**src/rtl/cpu_pkg.sv**
```systemverilog
// Shared types for the CPU execution controller.
package cpu_pkg;

  typedef enum logic [1:0] {HALT, STEP_WAIT, RUN, BRK} ctrl_state_t;

  localparam int IP_W = 8;

endpackage

```
**src/rtl/step_ctrl_debounce.sv**
```systemverilog
// Two-flop synchroniser followed by a stability counter. The debounced level
// only follows the synchronised input after CYCLES consecutive cycles of
// disagreement; a single agreeing cycle restarts the count.
module debounce #(
  parameter int CYCLES = 4
) (
  input  logic clk,
  input  logic rst_n,
  input  logic raw,
  output logic level
);

  localparam int CW = $clog2(CYCLES + 1);

  logic          s1, s2;
  logic [CW-1:0] cnt;

  // Metastability guard for the asynchronous board input
  always_ff @(posedge clk or negedge rst_n) begin
    if (!rst_n) begin
      s1 <= 1'b0;
      s2 <= 1'b0;
    end else begin
      s1 <= raw;
      s2 <= s1;
    end
  end

  // Count consecutive disagreements; flip the level on the CYCLES-th one
  always_ff @(posedge clk or negedge rst_n) begin
    if (!rst_n) begin
      cnt   <= '0;
      level <= 1'b0;
    end else if (s2 == level) begin
      cnt <= '0;
    end else if (cnt == CW'(CYCLES - 1)) begin
      cnt   <= '0;
      level <= s2;
    end else begin
      cnt <= cnt + 1'b1;
    end
  end

endmodule

```
**src/rtl/step_ctrl.sv**
```systemverilog
// Execution controller: turns a step button and a run switch into a one-cycle
// clock enable for the core. Single-steps in HALT, free-runs at a prescaled
// rate in RUN. Optional breakpoint stop enabled by defining STEP_CTRL_BP_EN.
module step_ctrl
  import cpu_pkg::*;
#(
  parameter int DEBOUNCE_CYCLES = 50000,
  parameter int RUN_DIV         = 5000000
) (
  input  logic            clk,
  input  logic            rst_n,
  input  logic            btn_step,
  input  logic            sw_run,
  input  logic [IP_W-1:0] ip,
  input  logic [IP_W-1:0] bp_addr,
  output logic            cpu_ce,
  output logic            running,
  output logic            bp_hit
);

  localparam int DW = $clog2(RUN_DIV);
  localparam logic [DW-1:0] DIV_MAX = DW'(RUN_DIV - 1);

  logic          step_db, run_db, step_db_q, step_rise;
  ctrl_state_t   state, state_nx;
  logic          ce_nx;
  logic [DW-1:0] div;
  logic          wrap_q;

  debounce #(.CYCLES(DEBOUNCE_CYCLES)) u_db_step (
    .clk(clk), .rst_n(rst_n), .raw(btn_step), .level(step_db)
  );

  debounce #(.CYCLES(DEBOUNCE_CYCLES)) u_db_run (
    .clk(clk), .rst_n(rst_n), .raw(sw_run), .level(run_db)
  );

  assign step_rise = step_db & ~step_db_q;

`ifdef STEP_CTRL_BP_EN
  logic bp_match;
  assign bp_match = (ip == bp_addr);
`else
  logic unused_bp;
  assign unused_bp = ^{ip, bp_addr};
`endif

  // Next-state and pulse decision; run switch dominates the step button
  always_comb begin
    state_nx = state;
    ce_nx    = 1'b0;
    case (state)
      HALT: begin
        if (run_db) begin
          state_nx = RUN;
        end else if (step_rise) begin
          ce_nx    = 1'b1;
          state_nx = STEP_WAIT;
        end
      end
      STEP_WAIT: begin
        if (!step_db) state_nx = HALT;
      end
      RUN: begin
        if (!run_db) begin
          state_nx = HALT;
        end else if (wrap_q) begin
`ifdef STEP_CTRL_BP_EN
          if (bp_match) state_nx = BRK;
          else          ce_nx    = 1'b1;
`else
          ce_nx = 1'b1;
`endif
        end
      end
      BRK: begin
        if (!run_db) begin
          state_nx = HALT;
        end else if (step_rise) begin
          ce_nx    = 1'b1;
          state_nx = STEP_WAIT;
        end
      end
      default: state_nx = HALT;
    endcase
  end

  // State, registered enable and step edge history
  always_ff @(posedge clk or negedge rst_n) begin
    if (!rst_n) begin
      state     <= HALT;
      cpu_ce    <= 1'b0;
      step_db_q <= 1'b0;
    end else begin
      state     <= state_nx;
      cpu_ce    <= ce_nx;
      step_db_q <= step_db;
    end
  end

  // Run-rate divider; held at zero outside RUN so every RUN entry starts clean.
  // wrap_q delays the pulse one cycle past the wrap, so the first pulse lands
  // RUN_DIV+1 cycles after entry and then every RUN_DIV cycles.
  always_ff @(posedge clk or negedge rst_n) begin
    if (!rst_n) begin
      div    <= '0;
      wrap_q <= 1'b0;
    end else if (state == RUN && state_nx == RUN) begin
      div    <= (div == DIV_MAX) ? '0 : div + 1'b1;
      wrap_q <= (div == DIV_MAX);
    end else begin
      div    <= '0;
      wrap_q <= 1'b0;
    end
  end

  assign running = (state == RUN);
`ifdef STEP_CTRL_BP_EN
  assign bp_hit  = (state == BRK);
`else
  assign bp_hit  = 1'b0;
`endif

endmodule

```
**config.mk**
```make
export PLATFORM = sky130hd
export DESIGN_NAME = step_ctrl
export DESIGN_NICKNAME = d
export VERILOG_FILES = /design/src/rtl/cpu_pkg.sv /design/src/rtl/step_ctrl_debounce.sv /design/src/rtl/step_ctrl.sv
export SDC_FILE = /design/constraint.sdc
export NUM_CORES = 1
export LEC_CHECK = 0
export CAP_MARGIN = 20
export CORE_AREA = 2 2 77 79
export DETAILED_ROUTE_END_ITERATION = 16
export DIE_AREA = 0 0 79 81
export GPL_ROUTABILITY_DRIVEN = 1
export PLACE_DENSITY = 0.75
export SLEW_MARGIN = 20
export SYNTH_ARGS = -nofsm -noshare
export SYNTH_HDL_FRONTEND = slang
export SYNTH_SLANG_ARGS = --single-unit
```
**constraint.sdc**
```tcl
create_clock -name clk -period 2.5 [get_ports clk]
set_input_delay 0.25 -clock clk [delete_from_list [all_inputs] [get_ports clk]]
set_output_delay 0.25 -clock clk [all_outputs]
set_load 0.01 [all_outputs]
```
After elaboration in Yosys (flattened, before gate mapping)

Cells that the tools add are included.

Register bits: 66
Bits in latches: 0
RAM bits: 0
Bits in read-only memories: 0
Output and inout bits: 3
Memories kept: 0

Add/subtract/negate cells: 3
Multipliers: 0
Divide/modulo/power cells: 0
$lt $le $gt $ge: 0
Eq/ne operators: 9
Shifts and indexed selects: 0
Muxes and demuxes: 19
Bitwise logic cells: 4
Reductions and logical operators: 4

Operators by type and width:

| cell                                                | number |
|---|---|
| two-way mux 16 bit                                  | 4 |
| two-way mux 23 bit                                  | 2 |
| adder 16 x 1 -> 16 bit, second input constant       | 2 |
| equality test 16 bit, second input constant         | 2 |
| adder 23 x 1 -> 23 bit, second input constant       | 1 |
| equality test 23 bit, second input constant         | 1 |
| two-way mux 2 bit                                   | 5 |
| one-hot mux 2 bit (4 select lines)                  | 1 |
| equality test 2 bit, second input constant          | 3 |
| two-way mux 1 bit                                   | 6 |
| AND reduction 2 bit                                 | 2 |
| inverter 1 bit                                      | 3 |
| one-hot mux 1 bit (3 select lines)                  | 1 |
| equality test 1 bit                                 | 2 |
| equality test 2 x 1 -> 1 bit, second input constant | 1 |
| logical NOT 2 bit                                   | 1 |
| bitwise AND 1 bit                                   | 1 |
| logical AND 1 bit                                   | 1 |

Depth between registers and ports, before layout

Gate-level depths: netlist of the first run.

Word-level depth: 8
Mapped depth: 7
Gate-level depth less buffers: 5

By module

Synthesis of the first run repeated with hierarchy kept, for this count alone.

Cell total of the unflattened synthesis: 316
Area total of the unflattened synthesis: 3234.4 µm²

By module, submodules not included:

| module    | times used | cells an instance | area an instance (µm²) | seq. area each (µm²) |
|---|---|---|---|---|
| debounce  | 2          | 84                | 895.9                  | 475.5 |
| step_ctrl | 1          | 148               | 1442.6                 | 700.7 |

Worst setup path after synthesis of the first run

No wires, ideal clock.

Path kind: reg-to-reg
Start point: register div[0]
End point: register div[18]
Arrival: 1.725 ns
Slack: 0.696 ns
Stages on the path, launching flop included: 7
Period minus slack after synthesis: 1.804 ns
Cells stage by stage: dfrtp_1 ha_1 nand2_1 or4_1 buf_2 or3_1 a21oi_1

Cells in the longest elaborated chain, start to end: 3
Elaborated cells on any way between the ends: 4
Those cells by class: 1 x add/sub; 1 x eq/ne; 2 x mux

RTL lines:

| what                                                           | RTL line         | source |
|---|---|---|
| start: declaration                                             | step_ctrl.sv:27  | `logic [DW-1:0] div;` |
| start signal: assignment                                       | step_ctrl.sv:109 | `div <= (div == DIV_MAX) ? '0 : div + 1'b1;` |
| adder 23 x 1 -> 23 bit or equality test 23 bit (tied branches) | step_ctrl.sv:109 |  |
| two-way mux 23 bit (*)                                         | step_ctrl.sv:109 |  |
| two-way mux 23 bit (*)                                         | step_ctrl.sv:108 | `end else if (state == RUN && state_nx == RUN) begin` |

Every way passes the cells marked *; elsewhere a longest branch is shown, timed or not.
A chain may end at the register's enable or synchronous reset.

Worst setup path in the final report of the first run

Start point: register div[0]
End point: register div[22]

The elaborated chain is that of the path after synthesis.

==> flow_summary.json, run 1 <==
{
  "clockBufferDepth": 2,
  "cp.arrival_ns": 2.26,
  "fin_crit_sh": 0.800,
  "cp_cell_sequence": "ha_1 -> nand2_1 -> or4_1 -> or3_1 -> a21oi_1",
  "core_sq_um": 5680,
  "antenna_found_initial": 0,
  "cts_root_buf": "clkbuf_8",
  "insertion_delay_ns": 0.33,
  "ys_warn_count": 0,
  "rr_endpoint": "div[22]",
  "clock.fmax_mhz": 500,
  "synth.top_cells.by_count": "dfrtp_1 (66), nor2_1 (42), xor2_1 (26)",
  "p_int_mw": 1.55,
  "clock_sinks": 66,
  "worst_path_max_delay_cell": "or4_1",
  "synthAdderAreaFrac": 0.0120,
  "pwr_density_cell_nw_per_um2": 573,
  "syn-cell-area_sq_um": 3140,
  "max_slew_margin": 0.646,
  "die_h_microns": 81,
  "p_leak_nw": 1.45,
  "setup_viol": 0,
  "post-synth-top-area-fraction": 0.527,
  "syn2layout_area_growth_pct": 10.0,
  "fin_cells": 400,
  "gp_congestion": 0.795,
  "synth_top_family_by_area": "simple AND/OR/NAND/NOR gates",
  "syn-num-nets": 335,
  "antenna_cells": 0,
  "h-tree-depth": 3,
  "overflow": 0,
  "ios": 23,
  "drc": 0,
  "crit_fanout": 8,
  "status": "finished, final reports clean",
  "drv_slew": 0,
  "synth_edf_count": 0,
  "antenna_left": 0,
  "ys_seq_area_frac": 0.527,
  "synth-simple-area-share": 0.271,
  "start_util": 0.553,
  "ys_ff_latch": 66,
  "cpLargestDelayFamily": "simple AND/OR/NAND/NOR gates",
  "dr.pass1.iters": 4,
  "grt_pass1_vias": 2093,
  "vias": 2244,
  "synthCells": 312,
  "dieArea_sq_um": 6400,
  "critPathBufInv": 0,
  "cp-end-kind": "register",
  "routed_wl_microns": 5470,
  "p_sw_frac": 0.214,
  "cts_tree": "done",
  "numCtsBuffers": 9,
  "stdcell_area_sq_um": 3450,
  "critical_path_depth": 5,
  "min_delay_path_depth": 0,
  "whs_endpoint": "u_db_run.s2",
  "ys_async_sr_fraction": 1.00,
  "worstRegToRegCells": 5,
  "grt_pass1_wl_microns": 9370,
  "hpwl_microns": 3660,
  "path_class": "register to register",
  "io_buffers": 5,
  "startpoint_type": "register",
  "detail_route.wl_per_cell_microns": 13.7,
  "reg2reg_slack_ns": 0.50,
  "nets": 344,
  "die_x_microns": 79,
  "power_frac_comb": 0.024,
  "synth_ff_type": "dfrtp_1",
  "cts_resized": 0,
  "netlist_top_cells_area": "dfrtp_1 (53%), xor2_1 (7.3%), nor2_1 (5.0%)",
  "min_path_type": "register to register",
  "cpPeakStageDelay_ns": 0.53,
  "dp_cells": 384,
  "drtIter0Drc": 112,
  "rows": 28,
  "cts_setup_buffers": 0,
  "fin_crit_ns": 2.00,
  "track_usage": 0.188,
  "via_per_inst": 5.61,
  "required_ns": 2.76,
  "switchingPower_mw": 0.423,
  "setup_tns_ns": 0,
  "drv_cap": 0,
  "yosysTopAreaCell": "dfrtp_1",
  "dpl_cell_area_sq_um": 3250,
  "yosysMostFrequentCell": "dfrtp_1",
  "drive_gt1_frac": 0.0738,
  "r2r-start": "div[0]",
  "rsz0062_at_grt": "no",
  "vdd_ir_drop_max_mv": 0.363,
  "tightest_slew_ns": 0.531,
  "postSynthAreaPerCell_sq_um": 10.1,
  "grt_max_degree": 25,
  "synth.area.mux_share": 0.0108,
  "min_from": "u_db_run.s1",
  "clk_pin_slew_ns": 0.07,
  "p_clk_frac": 0.425,
  "skew_ns": 0.00714,
  "synth-xor-area-share": 0.106,
  "finalHoldViolCount": 0,
  "synth-compound-area-share": 0.0519,
  "p_seq_frac": 0.550,
  "yosysUniqueCellTypes": 33
}
-- worst max path at each step --
stage | startpoint | endpoint
floorplan | div[0] | div[18]
global placement | div[0] | div[16]
detailed placement | div[0] | div[16]
CTS | div[0] | div[22]
global route | div[0] | div[22]
finish | div[0] | div[22]
-- area by class of cell --
cell class / count / area (sq um)
Multi-Input combinational cell: 230 / 1420
Clock inverter: 2 / 10.0
Inverter: 5 / 18.8
Fill cell: 509 / 2220
Tap cell: 75 / 93.8
Timing Repair Buffer: 9 / 77.6
Clock buffer: 13 / 179
Sequential cell: 66 / 1650
-- metal layers --
layer	wire length [microns]	GRT usage	part of all wire
met1	2680	0.247	0.49
met5	0	0	0
met4	89	0.0828	0.016
met3	133	0.0433	0.024
met2	2560	0.300	0.47
-- worst register-to-register path, stage by stage, from the launching register on --
cell and delay [ns]:
dfrtp_1 0.42, ha_1 0.31, nand2_1 0.12, or4_1 0.53
or3_1 0.39, a21oi_1 0.15
-- sequential cells by signal (all words and copies together) (netlist names) --
name             count
div                 23
u_db_run.s2          1
u_db_step.cnt       16
u_db_run.s1          1
u_db_step.s2         1
u_db_run.cnt        16
cpu_ce               1
u_db_run.level       1
wrap_q               1
u_db_step.s1         1
u_db_step.level      1
state                2
step_db_q            1
-- logic make-up after synthesis --
logic type                 Yosys count
AOI/OAI and AO/OA                   30
xor gates and xnor gates            38
adders and majority gates            3
buffers and inverters               16
DFF                                 66
muxes                                3
other                                1
and+or+nand+nor                    155
-- cells in the final DEF, fill, tap and decap left out, types with 2 or more instances in the layout --
master,n
or3_1,11
nor4_1,7
nor4b_1,5
mux2_2,3
a21oi_1,13
nor4bb_1,2
ha_1,3
clkinv_2,2
and4_1,6
buf_4,3
o31ai_1,4
clkbuf_8,13
or4_1,7
clkdlybuf4s50_1,4
nand4_1,13
and2_1,4
inv_1,5
xnor2_1,12
nor2_1,42
o21ai_0,11
nor2b_1,2
xor2_1,26
nand3_1,18
nand2_1,24
and3_1,9
dfrtp_1,66
-- power by group through the flow --
stage | logic [mW] | clock network [mW] | registers [mW]
finish | 0.0484 | 0.841 | 1.09
CTS | 0.0506 | 0.859 | 1.09
floorplan | 0.0188 | 0 | 1.11
global placement | 0.0482 | 0 | 1.11
global route | 0.0565 | 0.901 | 1.09
detailed placement | 0.0496 | 0 | 1.11
-- metrics by stage --
| stage | hold slack [ns] | utilization | setup WS (ns) | power (mW) |
|---|---|---|---|---|
| 2_1_floorplan | -0.0456 | - | 0.696 | 1.12 |
| 3_3_place_gp | 0.263 | 0.573 | 0.557 | 1.16 |
| 3_5_place_dp | 0.266 | 0.573 | 0.516 | 1.16 |
| 4_1_cts | 0.345 | 0.608 | 0.491 | 2.00 |
| 5_1_grt | 0.343 | 0.608 | 0.349 | 2.04 |
| 6_report | 0.350 | 0.608 | 0.499 | 1.98 |
-- timing repair --
| action | in CTS | in global routing |
|---|---|---|
| endpoints found under the hold margin | 22 | 0 |
| hold buffers | 1 | 0 |
| endpoints found under the setup margin | 0 | 0 |
(Power assumes the default switching activity.)
==> inputs of run 2 (changes only) <==
- clock period: 2.5 -> 2.04 ns (I/O delays scaled with it)
==> run 2 against run 1 <==
  * Total power increased by 25%
  * First-iteration DRC count decreased by 35%
  * Non-clock buffer count increased by 5
  * Clock power increased by 27%
  * Via count about the same
  * Sequential power increased by 22%
  * Die area unchanged
  * Clock-buffer cell count decreased by 4
  * Cell count increased by 1.5%
  * Sequential share of layout area decreased by 0.80 points
  * Global-route usage increased by 1.4 points
  * Critical path depth decreased by 1
  * Largest cell class unchanged
==> flow_summary.json, run 2 (synthesized netlist as in run 1, its figures left out) <==
{
  "status": "finished, final reports clean",
  "antenna_found_initial": 0,
  "grt_pass1_vias": 2269,
  "rsz0062_at_grt": "no",
  "fin_crit_ns": 1.87,
  "cp-end-kind": "register",
  "power_mw": 2.46,
  "pwr_density_cell_nw_per_um2": 702,
  "ios": 23,
  "core_sq_um": 5680,
  "worst_path_max_delay_cell": "or4_4",
  "start_util": 0.553,
  "finalHoldViolCount": 0,
  "detail_route.wl_per_cell_microns": 13.6,
  "setup_tns_ns": 0,
  "nets": 349,
  "dr.pass1.iters": 4,
  "grt_max_degree": 67,
  "rows": 28,
  "drv_cap": 0,
  "clock_sinks": 66,
  "antenna_cells": 0,
  "insertion_delay_ns": 0.34,
  "cts_tree": "done",
  "grt_pass1_wl_microns": 10100,
  "cpPeakStageDelay_ns": 0.61,
  "path_class": "register to register",
  "place_ws_ns": 0.122,
  "required_ns": 2.30,
  "gp_congestion": 0.804,
  "clockBufferDepth": 2,
  "min_from": "sw_run",
  "drive_gt1_frac": 0.0937,
  "fin_crit_sh": 0.916,
  "drc": 0,
  "p_leak_nw": 1.48,
  "syn2layout_area_growth_pct": 11.9,
  "vdd_ir_drop_max_mv": 0.584,
  "skew_ns": 0.00826,
  "startpoint_type": "register",
  "h-tree-depth": 3,
  "dieArea_sq_um": 6400,
  "io_buffers": 5,
  "hpwl_microns": 3770,
  "clock.fmax_mhz": 535,
  "setup_viol": 0,
  "drtIter0Drc": 73,
  "n_fill_cell": 489,
  "cp.arrival_ns": 2.13,
  "overflow": 0,
  "track_usage": 0.202,
  "die_x_microns": 79,
  "via_per_inst": 5.53,
  "mostFrequentLayoutCell": "dfrtp_1",
  "cp_cell_sequence": "nand4_4 -> or4_4 -> or3_1 -> a21oi_1",
  "vias": 2245,
  "clk_pin_slew_ns": 0.08,
  "largest_reg_flops": 23,
  "crit_path_start": "div[2]",
  "final_cell_mix": "dfrtp_1 (66), nor2_1 (42), xor2_1 (26)",
  "numCtsBuffers": 9,
  "top_register": "div",
  "routed_wl_microns": 5540,
  "r2r-start": "div[2]",
  "crit_fanout": 8,
  "antenna_left": 0,
  "setup_ws_ns": 0.172,
  "biggestRegsByFlops": "div: 23 flops, u_db_run.cnt: 16 flops, u_db_step.cnt: 16 flops",
  "min_path_type": "input pin to register",
  "die_h_microns": 81,
  "cts_root_buf": "clkbuf_8",
  "drv_slew": 0
}
[run 2: changes by cell type in the layout (fill, tap and decap cells not counted), sizes merged]
cell      previous run  this run
clkinv               2         5
clkinvlp             0         1
buf                  4         9
bufinv               0         1
clkbuf              13         9
[run 2: through the flow]
| stage | hold slack (ns) | util | std cells | cell area (sq um) |
|---|---|---|---|---|
| 6_report | 0.305 | 0.618 | 406 | 3510 |
| 5_1_grt | 0.291 | 0.618 | 406 | 3510 |
| 4_1_cts | 0.289 | 0.618 | 406 | 3510 |
| 3_5_place_dp | 0.245 | 0.582 | 389 | 3300 |
| 3_3_place_gp | 0.241 | 0.582 | 389 | 3300 |
| 2_1_floorplan | -0.0916 | - | 312 | 3140 |
[run 2: metal layers]
layer	part of all wire	vias to the layer above	global-route usage
met4	0.014	0	0.0741
met1	0.48	1091	0.264
met3	0.024	9	0.0500
met5	0	-	0
li1	-	1125	-
met2	0.48	20	0.328
[run 2: what timing repair did]
item	4_1_cts	5_1_grt
endpoints found under the setup margin	0	4
hold endpoints to repair	66	0
resized for setup	0	1
hold buffers	1	0
buffers inserted	0	0
[run 2: worst paths after layout]
kind	endpoint	slack (ns)	cells after the start
min reg2reg	u_db_step.s2	0.36	0
max reg2reg	div[22]	0.17	4
min	u_db_run.s1	0.30	1
min in group asynchronous	div[19]	0.39	3
max in group asynchronous	state[1]	1.35	3
max	div[22]	0.17	4
[run 2: power breakdown]
group,internal [mW],switching [mW]
Combinational,0.0226,0.0412
Clock,0.561,0.504
Sequential,1.32,0.0117
Total,1.91,0.557
[run 2: critical path, delay by kind of cell, from the launching register on]
family,cells,cell delay [ns]
AOI/OAI and AO/OA,1,0.17
DFF,1,0.48
and+or+nand+nor,3,1.14
[run 2: cell type report]
class / instances / area (sq um) / area share
sequential: 66 / 1650 / 0.471
multi-input combinational: 230 / 1420 / 0.406
timing repair buffer: 14 / 128 / 0.0364
clock buffer: 9 / 124 / 0.0353
tap: 75 / 93.8 / 0.0267
clock inverter: 7 / 70.1 / 0.0200
inverter: 5 / 18.8 / 0.00535
==> inputs of run 3 (changes only) <==
- SLEW_MARGIN: 20 -> default
==> results of run 3 <==
The final DEF is identical to that of run 2; final timing and power are the same.
